File: config.mk
export PLATFORM = sky130hd
export DESIGN_NAME = mcp3008_responder
export DESIGN_NICKNAME = d
export VERILOG_FILES = /design/src/rtl/mcp3008_responder.sv
export SDC_FILE = /design/constraint.sdc
export NUM_CORES = 1
export LEC_CHECK = 0
export ABC_AREA = 1
export CORE_UTILIZATION = 52
export CTS_BUF_LIST = sky130_fd_sc_hd__clkbuf_4
export DETAILED_ROUTE_END_ITERATION = 12
export PLACE_DENSITY_LB_ADDON = 0.12
export REMOVE_ABC_BUFFERS = 1
export SETUP_SLACK_MARGIN = 0.15
export SLEW_MARGIN = 20
export SYNTH_ARGS = -nofsm -noshare
export SYNTH_HDL_FRONTEND = slang
export SYNTH_SLANG_ARGS = --single-unit
export TNS_END_PERCENT = 10
File: constraint.sdc
create_clock -name clk -period 8.5 [get_ports clk]
set_clock_uncertainty 0.1 [all_clocks]
set_input_delay 2.125 -clock clk [delete_from_list [all_inputs] [get_ports clk]]
set_output_delay 2.125 -clock clk [all_outputs]
set_load 0.005 [all_outputs]
File: src/rtl/mcp3008_responder.sv
// MCP3008-style SPI ADC responder: synchronises the master's SCLK/CS/DIN into clk,
// decodes the start/config header and shifts back a null bit plus a 10-bit result.
module mcp3008_responder #(
  parameter int unsigned SYNC_STAGES = 2
) (
  input  logic        clk,
  input  logic        rst_n,
  input  logic        ad_clk,
  input  logic        cs,
  input  logic        din,
  output logic        dout,
  output logic        dout_oe,
  input  logic [79:0] ch_data,
  output logic        conv_done,
  output logic [2:0]  last_chan,
  output logic        last_sgl,
  output logic [7:0]  frame_count
);

  typedef enum logic [2:0] {
    IDLE,
    WAIT_START,
    HEADER,
    SAMPLE,
    NULLB,
    DATA,
    TRAIL
  } state_t;

  state_t state, state_next;

  logic [SYNC_STAGES-1:0] sclk_sync;
  logic [SYNC_STAGES-1:0] cs_sync;
  logic [SYNC_STAGES-1:0] din_sync;
  logic                   sclk_q;
  logic                   sclk_s, cs_s, din_s;
  logic                   rise, fall;

  logic [3:0] cfg, cfg_n, cfg_new;
  logic [1:0] hdr_cnt, hdr_cnt_n;
  logic       seen_rise, seen_rise_n;
  logic [9:0] shreg, shreg_n;
  logic [3:0] bits_left, bits_left_n;
  logic       dout_n, dout_oe_n, conv_done_n;
  logic [2:0] last_chan_n;
  logic       last_sgl_n;
  logic [7:0] frame_count_n;
  logic       abort;

  logic [9:0]  ch [8];
  logic [9:0]  plus, minus, result;
  logic [10:0] diff;

  // CS synchroniser resets high so a held-low pin is seen as a fresh select.
  always_ff @(posedge clk or negedge rst_n) begin
    if (!rst_n) begin
      sclk_sync <= '0;
      cs_sync   <= '1;
      din_sync  <= '0;
      sclk_q    <= 1'b0;
    end else begin
      sclk_sync <= {sclk_sync[SYNC_STAGES-2:0], ad_clk};
      cs_sync   <= {cs_sync[SYNC_STAGES-2:0], cs};
      din_sync  <= {din_sync[SYNC_STAGES-2:0], din};
      sclk_q    <= sclk_sync[SYNC_STAGES-1];
    end
  end

  assign sclk_s = sclk_sync[SYNC_STAGES-1];
  assign cs_s   = cs_sync[SYNC_STAGES-1];
  assign din_s  = din_sync[SYNC_STAGES-1];
  assign rise   = sclk_s & ~sclk_q;
  assign fall   = ~sclk_s & sclk_q;
  assign abort  = (state != IDLE) && cs_s;

  always_comb begin
    for (int unsigned i = 0; i < 8; i++) begin
      ch[i] = ch_data[10*i +: 10];
    end
  end

  // Result is computed from the header including the bit arriving on this rise.
  assign cfg_new = {cfg[2:0], din_s};
  assign plus    = ch[cfg_new[2:0]];
  assign minus   = ch[{cfg_new[2:1], ~cfg_new[0]}];
  assign diff    = {1'b0, plus} - {1'b0, minus};
  assign result  = cfg_new[3] ? plus : (diff[10] ? '0 : diff[9:0]);

  always_ff @(posedge clk or negedge rst_n) begin
    if (!rst_n) begin
      state       <= IDLE;
      cfg         <= '0;
      hdr_cnt     <= '0;
      seen_rise   <= 1'b0;
      shreg       <= '0;
      bits_left   <= '0;
      dout        <= 1'b0;
      dout_oe     <= 1'b0;
      conv_done   <= 1'b0;
      last_chan   <= '0;
      last_sgl    <= 1'b0;
      frame_count <= '0;
    end else begin
      state       <= state_next;
      cfg         <= cfg_n;
      hdr_cnt     <= hdr_cnt_n;
      seen_rise   <= seen_rise_n;
      shreg       <= shreg_n;
      bits_left   <= bits_left_n;
      dout        <= dout_n;
      dout_oe     <= dout_oe_n;
      conv_done   <= conv_done_n;
      last_chan   <= last_chan_n;
      last_sgl    <= last_sgl_n;
      frame_count <= frame_count_n;
    end
  end

  always_comb begin
    state_next = state;
    if (abort) begin
      state_next = IDLE;
    end else begin
      case (state)
        IDLE:       if (!cs_s) state_next = WAIT_START;
        WAIT_START: if (rise && din_s) state_next = HEADER;
        HEADER:     if (rise && hdr_cnt == 2'd3) state_next = SAMPLE;
        SAMPLE:     if (fall && seen_rise) state_next = NULLB;
        NULLB:      if (fall) state_next = DATA;
        DATA:       if (fall && bits_left == 4'd0) state_next = TRAIL;
        TRAIL:      state_next = TRAIL;
        default:    state_next = IDLE;
      endcase
    end
  end

  always_comb begin
    cfg_n         = cfg;
    hdr_cnt_n     = hdr_cnt;
    seen_rise_n   = seen_rise;
    shreg_n       = shreg;
    bits_left_n   = bits_left;
    dout_n        = dout;
    dout_oe_n     = dout_oe;
    conv_done_n   = 1'b0;
    last_chan_n   = last_chan;
    last_sgl_n    = last_sgl;
    frame_count_n = frame_count;
    if (abort) begin
      dout_n    = 1'b0;
      dout_oe_n = 1'b0;
    end else begin
      case (state)
        IDLE: begin
          dout_n    = 1'b0;
          dout_oe_n = 1'b0;
        end
        WAIT_START: begin
          if (rise && din_s) hdr_cnt_n = 2'd0;
        end
        HEADER: begin
          if (rise) begin
            cfg_n     = cfg_new;
            hdr_cnt_n = hdr_cnt + 2'd1;
            if (hdr_cnt == 2'd3) begin
              shreg_n     = result;
              seen_rise_n = 1'b0;
            end
          end
        end
        SAMPLE: begin
          if (rise) begin
            seen_rise_n = 1'b1;
          end else if (fall && seen_rise) begin
            dout_n    = 1'b0;
            dout_oe_n = 1'b1;
          end
        end
        NULLB: begin
          if (fall) begin
            dout_n      = shreg[9];
            shreg_n     = {shreg[8:0], 1'b0};
            bits_left_n = 4'd9;
          end
        end
        DATA: begin
          if (fall) begin
            if (bits_left == 4'd0) begin
              dout_n = 1'b0;
            end else begin
              dout_n      = shreg[9];
              shreg_n     = {shreg[8:0], 1'b0};
              bits_left_n = bits_left - 4'd1;
              if (bits_left == 4'd1) begin
                conv_done_n   = 1'b1;
                last_chan_n   = cfg[2:0];
                last_sgl_n    = cfg[3];
                frame_count_n = frame_count + 8'd1;
              end
            end
          end
        end
        TRAIL: begin
          dout_n    = 1'b0;
          dout_oe_n = 1'b1;
        end
        default: begin
          dout_n    = 1'b0;
          dout_oe_n = 1'b0;
        end
      endcase
    end
  end

endmodule
# Word level (Yosys, flattened, before mapping)
# Index checks and enable logic that the tools add are counted.
# Widths: inputs -> output; s select.
# word_totals
regBits	46
inputBits	85
output_inout_bits	15
wordCells	128
# classes
addsub	4
magnitude_cmp	2
eq_ne	25
n_mux	49
bitwise	9
n_reduce_logical	23
# ops
operator	count
$mux 10	11
$bmux 10 s3	2
$pmux 10 s3	1
$ne 3x3->1 const B	8
$mux 3	7
$pmux 3 s7	1
$reduce_and 5->1	4
$mux 1	17
$ne 2x2->1 const B	7
$mux 4	3
$sub 10x10->11	1
$eq 3x3->1 const B	3
$add 8x1->8 const B	1
$ge 4x4->1 const B	2
$not 3->4	2
$pmux 4 s2	1
$reduce_and 7->1	1
$eq 3x2->1 const B	2
$reduce_and 3->1	2
$reduce_and 6->1	1
$reduce_bool 2->1	3
$reduce_bool 3->1	2
$logic_and 1x1->1	5
$not 1->1	5
other kinds (17)	20

# Logic depth before layout (Yosys ltp)
# Gate-level depths: netlist of the first run.
# logic_depth
depth_word	11
mapped_depth	22
mapped_depth_nobuf	19

# Worst setup path after synthesis of the first run
# No wires, ideal clock.
# synth_path
path_kind	input-to-reg
start	in ch_data[0]
end	reg shreg[8]
setup_time_ns	0.120
arrival_time_ns	3.731
t_required_ns	8.280
path_slack_ns	4.549
stages	17
n_path_buf	0
cell_sequence	inv_1 -> a21oi_1 -> o21ai_0 -> nand3_1 -> nand2_1 -> ha_1 -> fa_1 -> inv_1 -> nand3_1 -> nand3_1 -> nand2_1 -> nand2_1 -> nand2_1 -> nand2_1 -> nor2_1 -> o21ai_1 -> nand2_1
# synth_between
elab_chain_cells	9
elab_cells_between_ends	12
classes_between	add/sub: 1; mux: 11
# synth_lines
item	line_no	rtl
start: declaration	13	input logic [79:0] ch_data,
$bmux 10 s3 (on tied branches)	84, 85	
$mux 10 (on tied branches) (2 in a row)	84, 85	
$sub 10x10->11 *	86	assign diff = {1'b0, plus} - {1'b0, minus};
$mux 10 * (2 in a row)	87	assign result = cfg_new[3] ? plus : (diff[10] ? '0 : diff[9:0]);
$mux 10 *	165	if (hdr_cnt == 2'd3) begin
$mux 10 *	162	if (rise) begin
$pmux 10 s3 *	153	case (state)
end signal: assignment	108	shreg <= shreg_n;
end: declaration	42	logic [9:0] shreg, shreg_n;
# Mark *: on every way between the ends. The rest lies on a longest branch, timed or not. The select of a mux whose other input is x is not followed.
# A chain may end at the register's enable or synchronous reset.

# Worst setup path after layout of the first run
# layout_path
start	in ch_data[40]
end	reg shreg[2]
# The elaborated chain is that of the path after synthesis.

==> key figures, run 1 <==
Pwr
  • Sw power: 909 µW
  • Pwr/cell area: 317 nW/µm²
  • Internal power: 777 µW
  • Leakage power of the design: 0.00260 µW
  • Seq pwr share: 0.215
  • Sw frac: 0.539
  • Pwr Total: 1690 µW
  • Clock power share: 0.066
  • Maximum vdd drop: 0.151 mV
  • Logic pwr share: 0.719

Yosys
  • Synth Instances: 691
  • Seq/Total Area, Yosys: 0.267
  • Synth unique cells: 41
  • Mapped Area: 4320 µm²
  • Synthesized flop and latch total: 46
  • Synth Area per Inst: 6.25 µm²
  • Warnings, synthesis: 0

Placed design
  • HPWL Detailed: 7760 µm
  • DP Worst Slack: 3.79 ns
  • Post-placement cell count: 855
  • Number of port buffers: 99
  • Placer's final routability congestion estimate: 0.893

Clock tree
  • CTS Buffer Depth: 2
  • Clk root buf: clkbuf_4
  • Clock latency on the worst-skew pair: 0.37 ns
  • Clock transition at path regs: 0.15 ns
  • H-tree depth: 2
  • PostCTS Resize Cnt: 0
  • CTS tree: done
  • CTS buffer count: 5
  • Post-CTS Setup Bufs: 0
  • Clk sinks: 46
  • Hold_buf cts: 0

Critical path
  • Setup crit start: ch_data[40]
  • Worst setup EP type: flip-flop
  • Crit path DAT: 4.54 ns
  • Worst R2R Setup Slack: 4.65 ns
  • Crit start category: input port
  • Slowest cell on crit path: clkdlybuf4s50_1
  • Max incr delay on CP: 0.45 ns
  • Crit path top cell by count: nand2_1
  • CP Class: in -> reg
  • Critical Path RT: 8.71 ns
  • CP Cell Sequence: clkdlybuf4s50_1 -> inv_1 -> a21oi_1 -> o21ai_0 -> nand3_1 -> nand2_1 -> ha_1 -> fa_1 -> inv_1 -> nand3_1 -> nand3_1 -> nand2_1 -> inv_1 -> nand2_1 -> nand3_1 -> nand2_1 -> nand2_1
  • CP max FO: 6
  • RR Startpoint: din_sync[1]

Detailed routing
  • Vias/cell: 5.45
  • Via count: 4706
  • Total iterations of the first detailed-routing run: 5
  • Number of antenna-violating nets in the routed design: 0
  • Initial drt markers: 291
  • WL/cell: 12.3 µm
  • DRC violations left: 0
  • Final WL: 10600 µm

Timing
  • Period utilization: 0.509
  • Fin. max-slew vios: 0
  • Final setup fails: 0
  • Max_slew headroom: 0.325
  • Fmax: 0.231 GHz
  • Final TNS setup: 0 ns
  • Hold Fails Final Rpt: 0
  • Slew @ Worst Pin: 1.01 ns
  • Setup slack after layout: 4.18 ns
  • RSZ-0062 raised after global routing: false
  • Minimum clock period after layout: 4.32 ns

Global route
  • Largest net degree at the start of global routing: 90
  • Vias in the first global route: 4169
  • Global-route wire length before repair: 17800 µm
  • GRT Resource Usage Total: 0.250
  • Initial antenna violation count: 0
  • Gr ovfl total: 0

Die
  • Area of the die: 8670 µm²
  • Core box area: 7890 µm²
  • Rows: 32
  • Top Ports: 100
  • Width of the die: 93.1 µm
  • Initial Utilization: 0.547
  • Die Span Y: 93.1 µm

Layout
  • Filler Cells Inserted: 714
  • Area grow syn2layout: 23.1%
  • Share of layout cells above drive strength 1: 0.0447
  • Layout Cells excl Fill: 863
  • N_diodes: 0
  • Nets@finish: 861

Flow run
  • Max-cap violations: 0

Hold path
  • Worst Hold Class: reg -> reg
  • Min-Delay Startpoint: sclk_sync[0]

Status
  • Status: finished clean
==> routing by layer <==
metal  track usage  part of all wire  vias to the layer above
met3        0.0358             0.058                       11
met1         0.329              0.46                     2144
met4        0.0577             0.011                        0
met2         0.433              0.47                      140
li1              -                 -                     2411
met5             0                 0                        -
==> worst max-delay path, delay by kind of cell <==
family,cells,cell delay (ns)
and+or+nand+nor,9,0.76
AOI/OAI and AO/OA,2,0.25
adders and majority gates,2,0.64
buffers and inverters,4,0.78
==> state kept, by name, summed over array words and instances, names as in the netlist, 2 cells and up <==
name         flops
last_chan        3
din_sync         2
cs_sync          2
hdr_cnt          2
frame_count      8
bits_left        4
state            3
cfg              4
shreg           10
sclk_sync        2
==> cells by family (layout without fill, tap and decap cells) <==
family / count (synthesis) / count (layout) / synth area share
fa+ha+maj: 16 / 16 / 0.0481
buf+inv: 125 / 195 / 0.120
xor+xnor: 9 / 9 / 0.0183
flops: 46 / 46 / 0.267
compound gates: 181 / 181 / 0.226
simple gates: 314 / 314 / 0.320
==> cells in the final DEF, fill, tap and decap left out, types with 3 or more instances in the layout <==
cell type	netlist	routed
nand2_1	161	161
clkdlybuf4s50_1	0	98
o21ai_0	85	85
inv_1	83	82
nand3_1	68	68
a21oi_1	61	61
nor2_1	51	51
dfrtp_1	44	42
o211ai_1	20	20
ha_1	15	15
and2_1	8	8
o21ai_1	8	8
xnor2_1	6	6
inv_2	4	5
nor2_2	5	5
clkbuf_4	0	5
nand4_1	4	4
nand3b_1	4	4
xor2_1	3	3
==> through the flow <==
stage	instance area (µm²)	hold slack, ns	util
6_report	5320	0.268	0.674
4_1_cts	5310	0.272	0.674
2_1_floorplan	4130	0.231	-
5_1_grt	5320	0.278	0.674
3_3_place_gp	5250	0.233	0.666
3_5_place_dp	5250	0.238	0.666
==> power groups by stage <==
| stage | logic (µW) | clock network [µW] | registers [µW] |
|---|---|---|---|
| 3_3_place_gp | 1170 | 0 | 361 |
| 6_report | 1210 | 111 | 362 |
| 2_1_floorplan | 937 | 0 | 339 |
| 5_1_grt | 1410 | 124 | 372 |
| 3_5_place_dp | 1200 | 0 | 366 |
| 4_1_cts | 1200 | 114 | 362 |
==> cell type report <==
type                    count  area (µm²)  area share
inverters                  87         327      0.0614
well taps                 102         128      0.0240
clock inverters             3        25.0     0.00471
clock buffers               5        37.5     0.00706
multi-input cells         520        2650       0.498
flip-flops and latches     46        1160       0.218
repair buffers            100         996       0.187
==> worst paths after layout <==
kind,end,depth (start not counted)
worst min-delay path,sclk_sync[1],0
min in group asynchronous,state[1],1
worst max register to register,shreg[2],17
worst max-delay path,shreg[2],17
max in group asynchronous,cfg[0],1
worst min register to register,sclk_sync[1],0
==> Yosys cell counts, drive strengths merged <==
cell | n | area share
o21a | 1 | 0.0017
nor2 | 57 | 0.054
xor2 | 3 | 0.0061
nand3b | 4 | 0.0070
a22oi | 1 | 0.0017
nor3b | 1 | 0.0017
nand4 | 5 | 0.0087
a31oi | 1 | 0.0015
dfrtp | 44 | 0.26
inv | 87 | 0.076
a21oi | 61 | 0.071
nand2 | 163 | 0.14
nand3 | 71 | 0.088
nor4 | 1 | 0.0015
o21ai | 94 | 0.11
o22ai | 1 | 0.0015
xnor2 | 6 | 0.012
nor3 | 2 | 0.0023
and3 | 1 | 0.0015
ha | 15 | 0.043
a211oi | 2 | 0.0046
dfstp | 2 | 0.012
buf | 26 | 0.034
or2 | 1 | 0.0015
clkbuf | 12 | 0.010
fa | 1 | 0.0046
o211ai | 20 | 0.035
and2 | 8 | 0.012
(Power assumes the default switching activity.)
==> run 2, diff against run 1 <==
- clock period: 8.5 -> 4.4 ns (I/O delays scaled with it)
==> run 2 against run 1 <==
Against the previous run:
- critical path depth stayed put
- worst hold slack worse by 0.021 ns
- total power is 97% higher
- final area is 0.92% higher
- combinational power is 100% higher
- global-route usage is 0.48 points higher
- first-iteration DRC count is 7.9% lower
- clock-buffer cell count stayed put
==> key figures, run 2 (synthesis gave the netlist of run 1 again) <==
Critical path
  • Critical Path RT: 4.61 ns (was 8.71 ns)
  • Crit path DAT: 3.53 ns (was 4.54 ns)
  • Slowest cell on crit path: clkdlybuf4s50_1 (unchanged)
  • Crit path max-delay family: buffers and inverters (unchanged)
  • Worst setup EP type: flip-flop (unchanged)
  • CP Class: in -> reg (unchanged)
  • Worst R2R Setup Slack: 1.13 ns (was 4.65 ns)
  • Crit start category: input port (unchanged)
  • CP max FO: 6 (unchanged)
  • Crit path top cell by count: nand2_1 (unchanged)
  • Cells on worst reg2reg path: 17 (unchanged)
  • WP buf/inv: 4 (unchanged)
  • Max incr delay on CP: 0.45 ns (about the same)
  • R2r endpoint: shreg[1] (was shreg[2])
  • CP Cell Sequence: clkdlybuf4s50_1 -> inv_1 -> a21oi_1 -> o21ai_0 -> nand3_1 -> nand2_1 -> ha_1 -> fa_1 -> inv_1 -> nand3_1 -> nand3_1 -> nand2_1 -> inv_1 -> nand3_1 -> nand2_1 -> nand2_1 -> nand2_1 (was clkdlybuf4s50_1 -> inv_1 -> a21oi_1 -> o21ai_0 -> nand3_1 -> nand2_1 -> ha_1 -> fa_1 -> inv_1 -> nand3_1 -> nand3_1 -> nand2_1 -> inv_1 -> nand2_1 -> nand3_1 -> nand2_1 -> nand2_1)
  • RR Startpoint: din_sync[1] (unchanged)

Layout
  • Most frequent cells in the layout: 161 x nand2_1, 98 x clkdlybuf4s50_1, 85 x o21ai_0 (unchanged)
  • Reg with most FFs: shreg (unchanged)
  • Share of layout cells above drive strength 1: 0.0497 (was 0.0447)
  • Top Registers: shreg: 10 flops, frame_count: 8 flops (unchanged)
  • Nets@finish: 865 (was 861)
  • N_diodes: 0 (unchanged)
  • Max reg flops: 10 (unchanged)
  • Commonest non-fill, non-tap cell in the layout: nand2_1 (unchanged)
  • Area grow syn2layout: 24.3% (was 23.1%)

Timing
  • Final setup fails: 0 (unchanged)
  • Slew @ Worst Pin: 0.788 ns (was 1.01 ns)
  • Final TNS setup: 0 ns (unchanged)
  • Fmax: 0.301 GHz
  • Hold Fails Final Rpt: 0 (unchanged)
  • Minimum clock period after layout: 3.32 ns
  • Max_slew headroom: 0.474 (was 0.325)
  • Fin. max-slew vios: 0 (unchanged)
  • RSZ-0062 raised after global routing: false (unchanged)
  • Period utilization: 0.755

Hold path
  • Worst Hold Path EP: cs_sync[1] (was sclk_sync[1])
  • WHS Path Cells: 0 (unchanged)
  • Min-Delay Startpoint: cs_sync[0] (was sclk_sync[0])
  • Worst Hold Class: reg -> reg (unchanged)

Flow run
  • Max-cap violations: 0 (unchanged)

Detailed routing
  • Number of antenna-violating nets in the routed design: 0 (unchanged)
  • Final WL: 10700 µm (was 10600 µm)
  • WL/cell: 12.3 µm (about the same)
  • Via count: 4661 (was 4706)
  • DRC violations left: 0 (unchanged)
  • Vias/cell: 5.38 (was 5.45)
  • Total iterations of the first detailed-routing run: 5 (unchanged)
  • Initial drt markers: 268 (was 291)

Pwr
  • Pwr Total: 3320 µW (was 1690 µW)
  • Clock power share: 0.080 (was 0.066)
  • Logic pwr share: 0.739 (was 0.719)
  • Sw power: 1750 µW (was 909 µW)
  • Maximum vdd drop: 0.349 mV (was 0.151 mV)
  • Seq pwr share: 0.182 (was 0.215)
  • Sw frac: 0.527 (was 0.539)
  • Internal power: 1570 µW (was 777 µW)
  • Pwr/cell area: 620 nW/µm² (was 317 nW/µm²)
  • Leakage power of the design: 0.00263 µW (was 0.00260 µW)

Global route
  • Initial antenna violation count: 0 (unchanged)
  • GRT Resource Usage Total: 0.255 (was 0.250)
  • Largest net degree at the start of global routing: 89 (was 90)
  • Vias in the first global route: 4266 (was 4169)
  • Global-route wire length before repair: 18300 µm (was 17800 µm)
  • Gr ovfl total: 0 (unchanged)

Clock tree
  • CTS tree: done (unchanged)
  • Clock transition at path regs: 0.15 ns (about the same)
  • CTS buffer count: 5 (unchanged)
  • CTS Buffer Depth: 2 (unchanged)
  • Post-CTS Setup Bufs: 0 (unchanged)
  • H-tree depth: 2 (unchanged)
  • PostCTS Resize Cnt: 0 (unchanged)
  • Clk sinks: 46 (unchanged)
  • Hold_buf cts: 0 (unchanged)
  • Clk root buf: clkbuf_4 (unchanged)
  • Clock latency on the worst-skew pair: 0.38 ns (was 0.37 ns)

Placed design
  • Number of port buffers: 99 (unchanged)
  • Placer's final routability congestion estimate: 0.892 (was 0.893)
  • HPWL Detailed: 7980 µm (was 7760 µm)

Status
  • Status: finished clean (unchanged)

Die
  • Rows: 32 (unchanged)
  • Initial Utilization: 0.547 (unchanged)
  • Core box area: 7890 µm² (unchanged)
  • Die Span Y: 93.1 µm (unchanged)
  • Width of the die: 93.1 µm (unchanged)
  • Area of the die: 8670 µm² (unchanged)
  • Top Ports: 100 (unchanged)
run 2: worst max-delay path by stage:
stage	start	endpoint	slack, ns	cells past startpoint
2_1_floorplan	din_sync[1]	shreg[8]	-0.29	17
3_3_place_gp	ch_data[0]	shreg[6]	0.83	17
3_5_place_dp	ch_data[70]	shreg[1]	0.69	18
4_1_cts	ch_data[70]	shreg[1]	1.10	18
5_1_grt	din_sync[1]	shreg[6]	0.75	17
6_report	ch_data[40]	shreg[9]	1.08	17
run 2: power groups by stage:
stage	Combinational (µW)	Clock, µW	Sequential, µW
after floorplan	1810	0	655
after global placement	2360	0	607
after CTS	2450	273	603
after global routing	2820	293	617
final	2460	264	604
after detailed placement	2440	0	612
run 2: layout make-up:
class | count | area (µm²)
multi-input combinational | 520 | 2650
fill | 708 | 2520
sequential | 46 | 1160
timing repair buffer | 104 | 1030
inverter | 87 | 327
tap | 102 | 128
clock inverter | 3 | 43.8
clock buffer | 5 | 37.5
run 2: through the flow:
stage	hold WS, ns	cell area, µm²	util	worst slack, ns	std cells
after floorplan	0.231	4130	-	-0.289	653
after global placement	0.234	5280	0.669	0.834	859
after detailed placement	0.243	5280	0.669	0.689	859
after CTS	0.241	5360	0.680	1.10	867
after global routing	0.237	5360	0.680	0.746	867
final	0.247	5360	0.680	1.08	867
run 2: layer usage:
layer | GRT usage | wire, µm
met4 | 0.0538 | 81
met5 | 0 | 0
met3 | 0.0366 | 497
met2 | 0.448 | 5130
met1 | 0.331 | 4940
==> run 3, diff against run 2 <==
- clock period: 4.4 -> 3.3 ns (I/O delays scaled with it)
==> run 3 against run 2 <==
Against the previous run:
- register-to-register slack worse by 0.69 ns
- worst hold slack improved by 0.025 ns
- final area up 1.4%
- sequential power is 39% higher
- non-clock buffer count up 7
- first-iteration DRC count shrank 15%
- critical endpoint is now shreg[8]
- flip-flop and latch count did not move
- final cell count rose by 0.81%
- largest cell class unchanged
- critical path depth is 1 higher
- total power grew 35%
- largest power group unchanged
- clock-buffer cell count did not move
- via count rose by 0.86%
==> key figures, run 3 (synthesis gave the netlist of run 1 again) <==
Die
  • Top Ports: 100 (unchanged)
  • Initial Utilization: 0.547 (unchanged)
  • Area of the die: 8670 µm² (unchanged)
  • Core box area: 7890 µm² (unchanged)
  • Width of the die: 93.1 µm (unchanged)
  • Die Span Y: 93.1 µm (unchanged)
  • Rows: 32 (unchanged)

Pwr
  • Internal power: 2110 µW (was 1570 µW)
  • Pwr/cell area: 824 nW/µm² (was 620 nW/µm²)
  • Maximum vdd drop: 0.422 mV (was 0.349 mV)
  • Clock power share: 0.065 (was 0.080)
  • Pwr Total: 4480 µW (was 3320 µW)
  • Logic pwr share: 0.748 (was 0.739)
  • Leakage power of the design: 0.00266 µW (was 0.00263 µW)
  • Seq pwr share: 0.187 (was 0.182)
  • Sw power: 2360 µW (was 1750 µW)
  • Sw frac: 0.528 (was 0.527)

Flow run
  • Max-cap violations: 0 (unchanged)

Critical path
  • Crit start category: input port (unchanged)
  • Cells on worst reg2reg path: 18 (was 17)
  • Worst setup EP type: flip-flop (unchanged)
  • CP max FO: 3 (was 6)
  • Critical Path RT: 3.48 ns (was 4.61 ns)
  • CP Class: in -> reg (unchanged)
  • Crit path DAT: 3.07 ns (was 3.53 ns)

Detailed routing
  • Total iterations of the first detailed-routing run: 5 (unchanged)
  • Final WL: 10700 µm (about the same)
  • DRC violations left: 0 (unchanged)
  • Via count: 4701 (was 4661)
  • Vias/cell: 5.38 (about the same)
  • WL/cell: 12.3 µm (about the same)
  • Initial drt markers: 229 (was 268)
  • Number of antenna-violating nets in the routed design: 0 (unchanged)

Global route
  • Global-route wire length before repair: 18100 µm (was 18300 µm)
  • GRT Resource Usage Total: 0.255 (about the same)
  • Gr ovfl total: 0 (unchanged)
  • Vias in the first global route: 4215 (was 4266)
  • Largest net degree at the start of global routing: 89 (unchanged)
  • Initial antenna violation count: 0 (unchanged)

Clock tree
  • Clock latency on the worst-skew pair: 0.38 ns (about the same)
  • Clock transition at path regs: 0.15 ns (about the same)
  • CTS tree: done (unchanged)
  • CTS buffer count: 5 (unchanged)
  • Clk sinks: 46 (unchanged)
  • H-tree depth: 2 (unchanged)
  • Clk root buf: clkbuf_4 (unchanged)
  • CTS Buffer Depth: 2 (unchanged)

Status
  • Status: finished clean (unchanged)

Timing
  • Fmax: 0.346 GHz
  • Hold Fails Final Rpt: 0 (unchanged)
  • Hold Slack: 0.272 ns (was 0.247 ns)
  • Fin. max-slew vios: 0 (unchanged)
  • Final setup fails: 0 (unchanged)
  • Final TNS setup: 0 ns (unchanged)
  • Minimum clock period after layout: 2.89 ns
  • RSZ-0062 raised after global routing: false (unchanged)
  • Slew @ Worst Pin: 0.756 ns (was 0.788 ns)
  • Period utilization: 0.875
  • Max_slew headroom: 0.494 (was 0.474)

Placed design
  • Post-placement cell count: 866 (was 859)
  • Number of port buffers: 99 (unchanged)
  • HPWL Detailed: 8220 µm (was 7980 µm)
  • Placer's final routability congestion estimate: 0.887 (was 0.892)
  • Placed cell areas: 5370 µm² (was 5280 µm²)

Layout
  • Max reg flops: 10 (unchanged)
  • Final Cell Area: 5440 µm² (was 5360 µm²)
  • Top Registers: shreg: 10 flops, frame_count: 8 flops (unchanged)
  • N_diodes: 0 (unchanged)
  • Commonest non-fill, non-tap cell in the layout: nand2_1 (unchanged)
  • Share of layout cells above drive strength 1: 0.0596 (was 0.0497)
  • Most frequent cells in the layout: 161 x nand2_1, 98 x clkdlybuf4s50_1, 85 x o21ai_0 (unchanged)
  • Layout Cells excl Fill: 874 (was 867)
  • Nets@finish: 872 (was 865)
  • Reg with most FFs: shreg (unchanged)
  • Area grow syn2layout: 26.0% (was 24.3%)

Hold path
  • WHS Path Cells: 0 (unchanged)
  • Worst Hold Class: reg -> reg (unchanged)
## run 3: power by group through the flow
stage	Clock [µW]	Combinational, µW	Sequential (µW)
3_5_place_dp	0	3330	846
4_1_cts	294	3340	836
3_3_place_gp	0	3230	840
5_1_grt	317	3850	854
2_1_floorplan	0	2410	874
6_report	291	3350	837
## run 3: cell type report
class / count / area [µm²]
Clock buffer: 5 / 37.5
Multi-Input combinational cell: 520 / 2650
Sequential cell: 46 / 1160
Tap cell: 102 / 128
Clock inverter: 3 / 25.0
Fill cell: 707 / 2450
Timing Repair Buffer: 111 / 1110
Inverter: 87 / 329
## run 3: stage by stage
stage,setup slack [ns],util
after global placement,0.0545,0.681
after floorplan,-1.39,-
final,0.412,0.689
after detailed placement,-0.0267,0.681
after CTS,0.367,0.689
after global routing,0.178,0.689
## run 3: repair_timing
action | CTS | global route
endpoints found under the hold margin | 0 | 0
hold buffers | 0 | 0
resized for setup | 0 | 3
setup endpoints to repair | 0 | 9
buffers inserted | 0 | 0
## run 3: final timing paths
path | from | to | slack (ns)
setup / recovery | ch_data[0] | shreg[8] | 0.41
hold / removal | sclk_sync[0] | sclk_sync[1] | 0.27
setup reg to reg | din_sync[1] | shreg[6] | 0.44
hold reg to reg | sclk_sync[0] | sclk_sync[1] | 0.27
max in group asynchronous | rst_n | hdr_cnt[0] | 2.17
min in group asynchronous | rst_n | state[1] | 0.33
## run 3: per-layer routing
metal  up-vias  part of all wire  global-route usage
met5         -                 0                   0
met4         0            0.0092              0.0474
met3        12             0.051              0.0415
met2       120              0.48               0.455
met1      2129              0.46               0.326
li1       2440                 -                   -
## run 3: critical path, stage by stage
cell and delay [ns]:
clkdlybuf4s50_1 0.46, inv_1 0.06, a21oi_1 0.15, o21ai_0 0.10, nand3_1 0.07, nand2_1 0.08
ha_1 0.23, fa_2 0.36, inv_1 0.09, nand3_1 0.07, nand3_1 0.12, nand2_1 0.08
nand2_1 0.07, nand2_1 0.04, nand2_1 0.05, nor2_1 0.04, o21ai_1 0.10, nand2_1 0.06
